--- src/rtl/weight_stream_pkg.sv ---
// Shared types and helpers for the weight stream controller and its FIFO.
package weight_stream_pkg;

    typedef enum logic [1:0] {
        ST_IDLE  = 2'd0,
        ST_RUN   = 2'd1,
        ST_DRAIN = 2'd2
    } state_e;

    // Bit offset of weight lane `lane` inside a packed ROM word.
    function automatic int lane_base(input int lane, input int prec);
        return lane * prec;
    endfunction

endpackage

--- src/rtl/weight_stream_controller_if.sv ---
// Valid/ready weight beat stream: unpacked lanes plus end-of-pass marker.
interface weight_stream_controller_if #(
    parameter int WEIGHT_PRECISION_0       = 16,
    parameter int WEIGHT_PARALLELISM_DIM_0 = 1
);
    logic [WEIGHT_PRECISION_0-1:0] data_out [WEIGHT_PARALLELISM_DIM_0];
    logic                          data_out_valid;
    logic                          data_out_ready;
    logic                          data_out_last;

    modport master (
        output data_out,
        output data_out_valid,
        output data_out_last,
        input  data_out_ready
    );

    modport slave (
        input  data_out,
        input  data_out_valid,
        input  data_out_last,
        output data_out_ready
    );
endinterface

--- src/rtl/weight_stream_fifo.sv ---
// Synchronous FIFO, head presented straight from storage (no input bypass).
// Push and pop may coincide at any occupancy, including full.
module weight_stream_fifo
    import weight_stream_pkg::*;
#(
    parameter int DEPTH = 4,
    parameter int WIDTH = 17
) (
    input  logic                       clk,
    input  logic                       rst,
    input  logic                       push,
    input  logic [WIDTH-1:0]           push_dat,
    input  logic                       pop,
    output logic [WIDTH-1:0]           pop_dat,
    output logic [$clog2(DEPTH+1)-1:0] count,
    output logic                       full,
    output logic                       empty
);
    localparam int PW = (DEPTH > 1) ? $clog2(DEPTH) : 1;
    localparam int CW = $clog2(DEPTH + 1);
    localparam logic [PW-1:0] LAST_PTR = PW'(DEPTH - 1);

    logic [WIDTH-1:0] mem [DEPTH];
    logic [PW-1:0]    wr_ptr;
    logic [PW-1:0]    rd_ptr;
    logic             do_push;
    logic             do_pop;

    assign do_pop  = pop && !empty;
    assign do_push = push && (!full || do_pop);

    always_ff @(posedge clk) begin
        if (rst) begin
            wr_ptr <= '0;
            rd_ptr <= '0;
            count  <= '0;
            for (int i = 0; i < DEPTH; i++) begin
                mem[i] <= '0;
            end
        end else begin
            if (do_push) begin
                mem[wr_ptr] <= push_dat;
                wr_ptr      <= (wr_ptr == LAST_PTR) ? '0 : wr_ptr + 1'b1;
            end
            if (do_pop) begin
                rd_ptr <= (rd_ptr == LAST_PTR) ? '0 : rd_ptr + 1'b1;
            end
            count <= count + CW'(do_push) - CW'(do_pop);
        end
    end

    assign pop_dat = mem[rd_ptr];
    assign full    = (count == CW'(DEPTH));
    assign empty   = (count == '0);
endmodule

--- src/rtl/weight_stream_controller.sv ---
// Streams a fixed-latency weight ROM num_repeats times per start as valid/ready beats.
// First beat ROM_LATENCY+1 edges after start; reads are credit-limited so backpressure never overflows the FIFO.
module weight_stream_controller
    import weight_stream_pkg::*;
#(
    parameter int WEIGHT_PRECISION_0       = 16,
    parameter int WEIGHT_PARALLELISM_DIM_0 = 1,
    parameter int OUT_DEPTH                = 32,
    parameter int ROM_LATENCY              = 2,
    parameter int FIFO_DEPTH               = 4,
    parameter int REPEAT_WIDTH             = 8,
    parameter int ADDR_WIDTH               = $clog2(OUT_DEPTH + 1)
) (
    input  logic                                                   clk,
    input  logic                                                   rst,
    input  logic                                                   start,
    input  logic [REPEAT_WIDTH-1:0]                                num_repeats,
    output logic                                                   busy,
    output logic                                                   done,
    output logic [ADDR_WIDTH-1:0]                                  rom_addr,
    output logic                                                   rom_ce,
    input  logic [WEIGHT_PRECISION_0*WEIGHT_PARALLELISM_DIM_0-1:0] rom_q,
    weight_stream_controller_if.master                             dout
);
    localparam int W  = WEIGHT_PRECISION_0 * WEIGHT_PARALLELISM_DIM_0;
    localparam int CW = $clog2(FIFO_DEPTH + 1);
    localparam logic [ADDR_WIDTH-1:0] LAST_ADDR  = ADDR_WIDTH'(OUT_DEPTH - 1);
    localparam logic [CW:0]           CREDIT_MAX = (CW + 1)'(FIFO_DEPTH);

    localparam logic [1:0] IDLE  = 2'(ST_IDLE);
    localparam logic [1:0] RUN   = 2'(ST_RUN);
    localparam logic [1:0] DRAIN = 2'(ST_DRAIN);

    logic [1:0]              state;
    logic [ADDR_WIDTH-1:0]   addr;
    logic [REPEAT_WIDTH-1:0] pass_cnt;
    logic [REPEAT_WIDTH-1:0] reps;
    logic [ROM_LATENCY-1:0]  sr_vld;
    logic [ROM_LATENCY-1:0]  sr_last;
    logic [CW-1:0]           inflight;
    logic [CW-1:0]           fifo_count;
    logic [CW:0]             credit_used;
    logic                    fifo_full;
    logic                    fifo_empty;
    logic [W:0]              fifo_head;
    logic                    issue;
    logic                    emerge;
    logic                    pop;
    logic                    addr_wrap;
    logic                    final_issue;

    // Credits count both reads still inside the ROM pipe and beats already buffered.
    assign credit_used = {1'b0, inflight} + {1'b0, fifo_count};
    assign issue       = (state == RUN) && (credit_used < CREDIT_MAX) && !fifo_full;
    assign addr_wrap   = (addr == LAST_ADDR);
    assign final_issue = issue && addr_wrap && (pass_cnt == reps - REPEAT_WIDTH'(1));
    assign emerge      = sr_vld[ROM_LATENCY-1];
    assign pop         = dout.data_out_valid && dout.data_out_ready;

    always_ff @(posedge clk) begin
        if (rst) begin
            state    <= IDLE;
            addr     <= '0;
            pass_cnt <= '0;
            reps     <= '0;
            done     <= 1'b0;
            sr_vld   <= '0;
            sr_last  <= '0;
            inflight <= '0;
        end else begin
            done <= 1'b0;
            case (state)
                IDLE: begin
                    if (start) begin
                        if (num_repeats != '0) begin
                            state    <= RUN;
                            reps     <= num_repeats;
                            addr     <= '0;
                            pass_cnt <= '0;
                        end else begin
                            done <= 1'b1;
                        end
                    end
                end
                RUN: begin
                    if (issue) begin
                        addr <= addr_wrap ? '0 : addr + 1'b1;
                        if (addr_wrap) begin
                            pass_cnt <= pass_cnt + 1'b1;
                        end
                    end
                    if (final_issue) begin
                        state <= DRAIN;
                    end
                end
                DRAIN: begin
                    if (inflight == '0 && fifo_empty) begin
                        state <= IDLE;
                        done  <= 1'b1;
                    end
                end
                default: state <= IDLE;
            endcase

            sr_vld[0]  <= issue;
            sr_last[0] <= issue && addr_wrap;
            for (int i = 1; i < ROM_LATENCY; i++) begin
                sr_vld[i]  <= sr_vld[i-1];
                sr_last[i] <= sr_last[i-1];
            end
            inflight <= inflight + CW'(issue) - CW'(emerge);
        end
    end

    weight_stream_fifo #(
        .DEPTH (FIFO_DEPTH),
        .WIDTH (W + 1)
    ) u_fifo (
        .clk      (clk),
        .rst      (rst),
        .push     (emerge),
        .push_dat ({sr_last[ROM_LATENCY-1], rom_q}),
        .pop      (pop),
        .pop_dat  (fifo_head),
        .count    (fifo_count),
        .full     (fifo_full),
        .empty    (fifo_empty)
    );

    for (genvar j = 0; j < WEIGHT_PARALLELISM_DIM_0; j++) begin : g_lane
        assign dout.data_out[j] =
            fifo_head[lane_base(j, WEIGHT_PRECISION_0) +: WEIGHT_PRECISION_0];
    end

    assign dout.data_out_valid = !fifo_empty;
    assign dout.data_out_last  = !fifo_empty && fifo_head[W];
    assign busy                = (state != IDLE);
    assign rom_addr            = addr;
    assign rom_ce              = 1'b1;
endmodule

--- src/flat_wrapper.sv ---
// flat-port wrapper written by rule: the top's interface ports become plain ports
module weight_stream_controller_flat import weight_stream_pkg::*;
#(
    parameter int WEIGHT_PRECISION_0       = 16,
    parameter int WEIGHT_PARALLELISM_DIM_0 = 1,
    parameter int OUT_DEPTH                = 32,
    parameter int ROM_LATENCY              = 2,
    parameter int FIFO_DEPTH               = 4,
    parameter int REPEAT_WIDTH             = 8,
    parameter int ADDR_WIDTH               = $clog2(OUT_DEPTH + 1)
)
  (clk, rst, start, num_repeats, busy, done, rom_addr, rom_ce, rom_q, dout_data_out, dout_data_out_valid, dout_data_out_last, dout_data_out_ready);
  weight_stream_controller_if #(.WEIGHT_PRECISION_0(WEIGHT_PRECISION_0), .WEIGHT_PARALLELISM_DIM_0(WEIGHT_PARALLELISM_DIM_0)) dout_i ();
  input  logic clk;
  input  logic rst;
  input  logic start;
  input  logic [REPEAT_WIDTH-1:0] num_repeats;
  output logic busy;
  output logic done;
  output logic [ADDR_WIDTH-1:0] rom_addr;
  output logic rom_ce;
  input  logic [WEIGHT_PRECISION_0*WEIGHT_PARALLELISM_DIM_0-1:0] rom_q;
  output wire logic [$bits(dout_i.data_out)-1:0] dout_data_out;
  output wire logic [$bits(dout_i.data_out_valid)-1:0] dout_data_out_valid;
  output wire logic [$bits(dout_i.data_out_last)-1:0] dout_data_out_last;
  input wire logic [$bits(dout_i.data_out_ready)-1:0] dout_data_out_ready;
  assign dout_data_out = {>>{dout_i.data_out}};
  assign dout_data_out_valid = dout_i.data_out_valid;
  assign dout_data_out_last = dout_i.data_out_last;
  assign dout_i.data_out_ready = dout_data_out_ready;
  weight_stream_controller #(.WEIGHT_PRECISION_0(WEIGHT_PRECISION_0), .WEIGHT_PARALLELISM_DIM_0(WEIGHT_PARALLELISM_DIM_0), .OUT_DEPTH(OUT_DEPTH), .ROM_LATENCY(ROM_LATENCY), .FIFO_DEPTH(FIFO_DEPTH), .REPEAT_WIDTH(REPEAT_WIDTH), .ADDR_WIDTH(ADDR_WIDTH)) u_core (.clk(clk), .rst(rst), .start(start), .num_repeats(num_repeats), .busy(busy), .done(done), .rom_addr(rom_addr), .rom_ce(rom_ce), .rom_q(rom_q), .dout(dout_i));
endmodule
--- config.mk ---
export PLATFORM = sky130hd
export DESIGN_NAME = weight_stream_controller_flat
export DESIGN_NICKNAME = d
export VERILOG_FILES = /design/src/rtl/weight_stream_pkg.sv /design/src/rtl/weight_stream_controller_if.sv /design/src/rtl/weight_stream_fifo.sv /design/src/rtl/weight_stream_controller.sv /design/src/flat_wrapper.sv
export SDC_FILE = /design/constraint.sdc
export NUM_CORES = 1
export LEC_CHECK = 0
export BUFFER_PORTS_ARGS = -buffer_cell sky130_fd_sc_hd__buf_4
export CAP_MARGIN = 25
export CORE_ASPECT_RATIO = 1.2
export CORE_MARGIN = 2
export CORE_UTILIZATION = 38
export DETAILED_ROUTE_END_ITERATION = 10
export GPL_TIMING_DRIVEN = 1
export PLACE_DENSITY = 0.56
export SYNTH_ARGS = -nofsm -noshare
export SYNTH_HDL_FRONTEND = slang
export SYNTH_SLANG_ARGS = --single-unit
--- constraint.sdc ---
create_clock -name clk -period 2.97 [get_ports clk]
set_input_delay 0 -clock clk [delete_from_list [all_inputs] [get_ports clk]]
set_output_delay 0 -clock clk [all_outputs]
set_load 0.01 [all_outputs]
==> impl_summary.log <==
INFO  metric status = finished clean
INFO  metric yosys_warnings = 0
INFO  metric detailedPlace.worstSlack = 0.494 ns
INFO  metric syn_inst = 406
INFO  metric async_reset_ff_share = 0%
INFO  metric layout.cells.most_common_list = and2_1 (72), edfxtp_1 (68), buf_4 (64)
INFO  metric finalWorstSetupSlack = 0.491 ns
INFO  metric via_per_inst = 5.09
INFO  metric worst_hold_path_type = in -> reg
INFO  metric worst_pin_slew = 0.518 ns
INFO  metric post_synthesis_net_count = 446
INFO  metric timing.critical_path.buf_inv = 0
INFO  metric crit_path_max_incr_delay = 0.52 ns
INFO  metric dpl.hpwl = 7.00 mm
INFO  metric critical_path.cell_chain = ha_1 -> or4b_4 -> nor4_4 -> nor2_2 -> or4_1 -> a21oi_1
INFO  metric initial_core_util = 38.6%
INFO  metric fin_crit = 2.48 ns
INFO  metric globalRouteTotalUtil = 15.8%
INFO  metric cts_repair_resize_count = 0
INFO  metric timing.fmax = 403 MHz
INFO  metric final_setup_violating_endpoints = 0
INFO  metric grt_setup_unrepaired = false
INFO  metric totalWireLength = 10.6 mm
INFO  metric final_count_of_pins_violating_max_slew = 0
INFO  metric timing.critical_path.to_type = flop
INFO  metric first_pass_grt_wire_length = 17.0 mm
INFO  metric cts.sinks = 109
INFO  metric power-per-cell-area = 617 mW/mm2
INFO  metric number_of_global_route_vias_before_repair = 3417
INFO  metric setup.worst_path.start_class = flop
INFO  metric timing.critical_path.arrival = 2.75 ns
INFO  metric boundaryPins = 55
INFO  metric layout.cells.most_common = and2_1
INFO  metric synth_edf_count = 68
INFO  metric place.gp.congestion = 0.741
INFO  metric die_area = 0.0143 mm2
INFO  metric count_of_endpoints_failing_hold_in_the_final_timing_report = 0
INFO  metric cts_tree = done
INFO  metric route.vias.total = 3353
INFO  metric drc_violation_total_after_the_first_tritonroute_iteration = 101
INFO  metric sequential_element_share_of_the_synthesized_area = 56.5%
INFO  metric worst_r2r_path_depth = 6
INFO  metric placement_rows = 46
INFO  metric clk_transition_reported_paths = 0.07 ns
INFO  metric ir_drop = 0.000275 V
INFO  metric post_cts.repair.setup_buffers = 0
INFO  metric leakagePower = 2.42 nW
INFO  metric clk-insertion-delay-late = 0.35 ns
INFO  metric ctsRootBufferMaster = clkbuf_16
INFO  metric synthDominantCellAreaShare = 40.3%
INFO  metric grt_antenna_before_repair = 0
INFO  metric avgSynthCellArea = 12.5 um2
INFO  metric cp.depth = 6
INFO  metric layout-area-overhead-vs-synth = 23.4%
INFO  metric max-cap-violations = 0
INFO  metric post_synth_num_cell_types = 52
INFO  metric synth_area_leader_cell = edfxtp_1
INFO  metric cell_area_after_technology_mapping = 0.00506 mm2
INFO  metric critical_path_required = 3.24 ns
INFO  metric synthTopCellsByArea = edfxtp_1 (40%), dfxtp_1 (16%), and2_1 (8.9%)
INFO  metric drive_above_1_share = 22.6%
INFO  metric number_of_search_and_repair_iterations_in_the_first_detailed_routing_pass = 4
INFO  metric clk_path_buf_depth = 2
INFO  metric finalNetCount = 526
INFO  metric antenna-diode-count = 0
INFO  metric grt_remaining_overflow = 0
INFO  metric worst_slew_margin_rel = 65.5%
INFO  metric total_power_consumption = 3.85 mW
INFO  metric io_buffers = 53
INFO  metric detail_route.wl_per_cell = 16.0 um
INFO  metric post_cts_hold_buffer_count = 25
INFO  metric yosys_register_bits = 109
INFO  metric worstSetupPathType = reg -> reg
INFO  metric top_fanout_value_on_the_critical_path = 10
INFO  metric final.setup_skew = 0.0135 ns
INFO  metric cell_family_with_most_cp_delay = simple AND/OR/NAND/NOR gates
INFO  metric min_period_over_period = 83.5%
INFO  metric ys_dominant_reg_cell = edfxtp_1
INFO  metric chipHeight = 130 um
INFO  metric cts_buffers = 9
INFO  metric htree_num_levels = 3
INFO  metric final_cells = 659
INFO  metric numPlacedInstances = 618
INFO  metric setup_tns_final = 0 ns
INFO  metric hold_path_cells = 4
INFO  metric design.core.area = 0.0131 mm2
INFO  metric grt_max_degree = 41
INFO  metric crit_path_top_delay_cell = or4b_4
INFO  metric detail-route-antenna-nets = 0
INFO  metric detail_route.drc_violations = 0
INFO  metric die_width = 109 um
-- flip-flops by register name (all words and copies together), names as in the netlist, 2 cells and up, named ones only --
name	flops
u_core.u_fifo.rd_ptr	2
u_core.pass_cnt	8
u_core.state	2
u_core.reps	8
u_core.sr_vld	2
u_core.sr_last	2
u_core.inflight	3
u_core.rom_addr	6
u_core.u_fifo.count	3
u_core.u_fifo.mem	68
u_core.u_fifo.wr_ptr	2
-- layout make-up --
cell class / instances / area (um2)
fill: 1199 / 6880
sequential: 109 / 2860
multi-input combinational: 266 / 2100
timing repair buffer: 89 / 731
clock buffer: 10 / 229
tap: 168 / 210
clock inverter: 6 / 76.3
inverter: 11 / 41.3
-- worst paths after layout --
| kind | from | to | slack (ns) |
|---|---|---|---|
| setup reg to reg | u_core.u_fifo.count[2] | u_core.rom_addr[5] | 0.49 |
| setup / recovery | u_core.u_fifo.count[2] | u_core.rom_addr[5] | 0.49 |
| hold reg to reg | u_core.sr_last[0] | u_core.sr_last[1] | 0.44 |
| hold / removal | start | u_core.done | 0.03 |
-- per-layer routing --
metal | GRT usage (%) | part of all wire (%) | vias up
met1 | 17.3 | 41 | 1658
met4 | 4.62 | 1.2 | 0
met2 | 30.0 | 55 | 66
li1 | - | - | 1621
met5 | 0 | 0 | -
met3 | 3.57 | 3.4 | 8
-- tightest hold or removal path: cells and delay by family --
family                 cells  cell delay, ns
AND/OR/NAND/NOR            1            0.10
buffers and inverters      2            0.15
AO/OA/AOI/OAI              1            0.07
-- synthesized netlist by cell type, drive strengths merged (2+ instances only) --
| master | n |
|---|---|
| and2 | 72 |
| edfxtp | 68 |
| dfxtp | 41 |
| nor2 | 27 |
| mux4 | 17 |
| clkbuf | 15 |
| a21oi | 12 |
| inv | 11 |
| xnor2 | 11 |
| ha | 10 |
| nand2 | 9 |
| mux2i | 8 |
| nor2b | 8 |
| nor3 | 7 |
| o21ai | 7 |
| or2 | 7 |
| nand2b | 6 |
| or4 | 6 |
| xor2 | 6 |
| and3 | 5 |
| buf | 5 |
| nor4 | 5 |
| o2111ai | 5 |
| or3 | 4 |
| nor3b | 3 |
| o211ai | 3 |
| a21o | 2 |
| a31oi | 2 |
| fa | 2 |
| nand3 | 2 |
| nand3b | 2 |
| nor4b | 2 |
| o21a | 2 |
| o21bai | 2 |
| or4b | 2 |
-- report_power, final --
group          switching, mW  internal [mW]  total (mW)
clock                  0.570          0.670        1.24
combinational          0.383          0.437       0.820
sequential            0.0837           1.71        1.79
total                   1.04           2.82        3.85
-- stage by stage --
| step | hold WS (ns) | utilization (%) | area [um2] |
|---|---|---|---|
| 6_report | 0.0271 | 47.6 | 6250 |
| 5_1_grt | 0.0468 | 47.6 | 6250 |
| 4_1_cts | 0.0294 | 47.6 | 6250 |
| 3_5_place_dp | 0.251 | 43.4 | 5690 |
| 2_1_floorplan | 0.139 | - | 5060 |
| 3_3_place_gp | 0.240 | 43.4 | 5690 |
-- cell families after synthesis --
group | count (synthesis) | synth area share, %
AO/OA/AOI/OAI | 42 | 5.76
adder cells (fa/ha/maj) | 12 | 3.26
flip-flops | 109 | 56.5
XOR/XNOR | 17 | 2.94
AND/OR/NAND/NOR | 169 | 19.9
other | 1 | 0.0741
multiplexers | 25 | 9.14
buffers and inverters | 31 | 2.42
(Power assumes the default switching activity.)
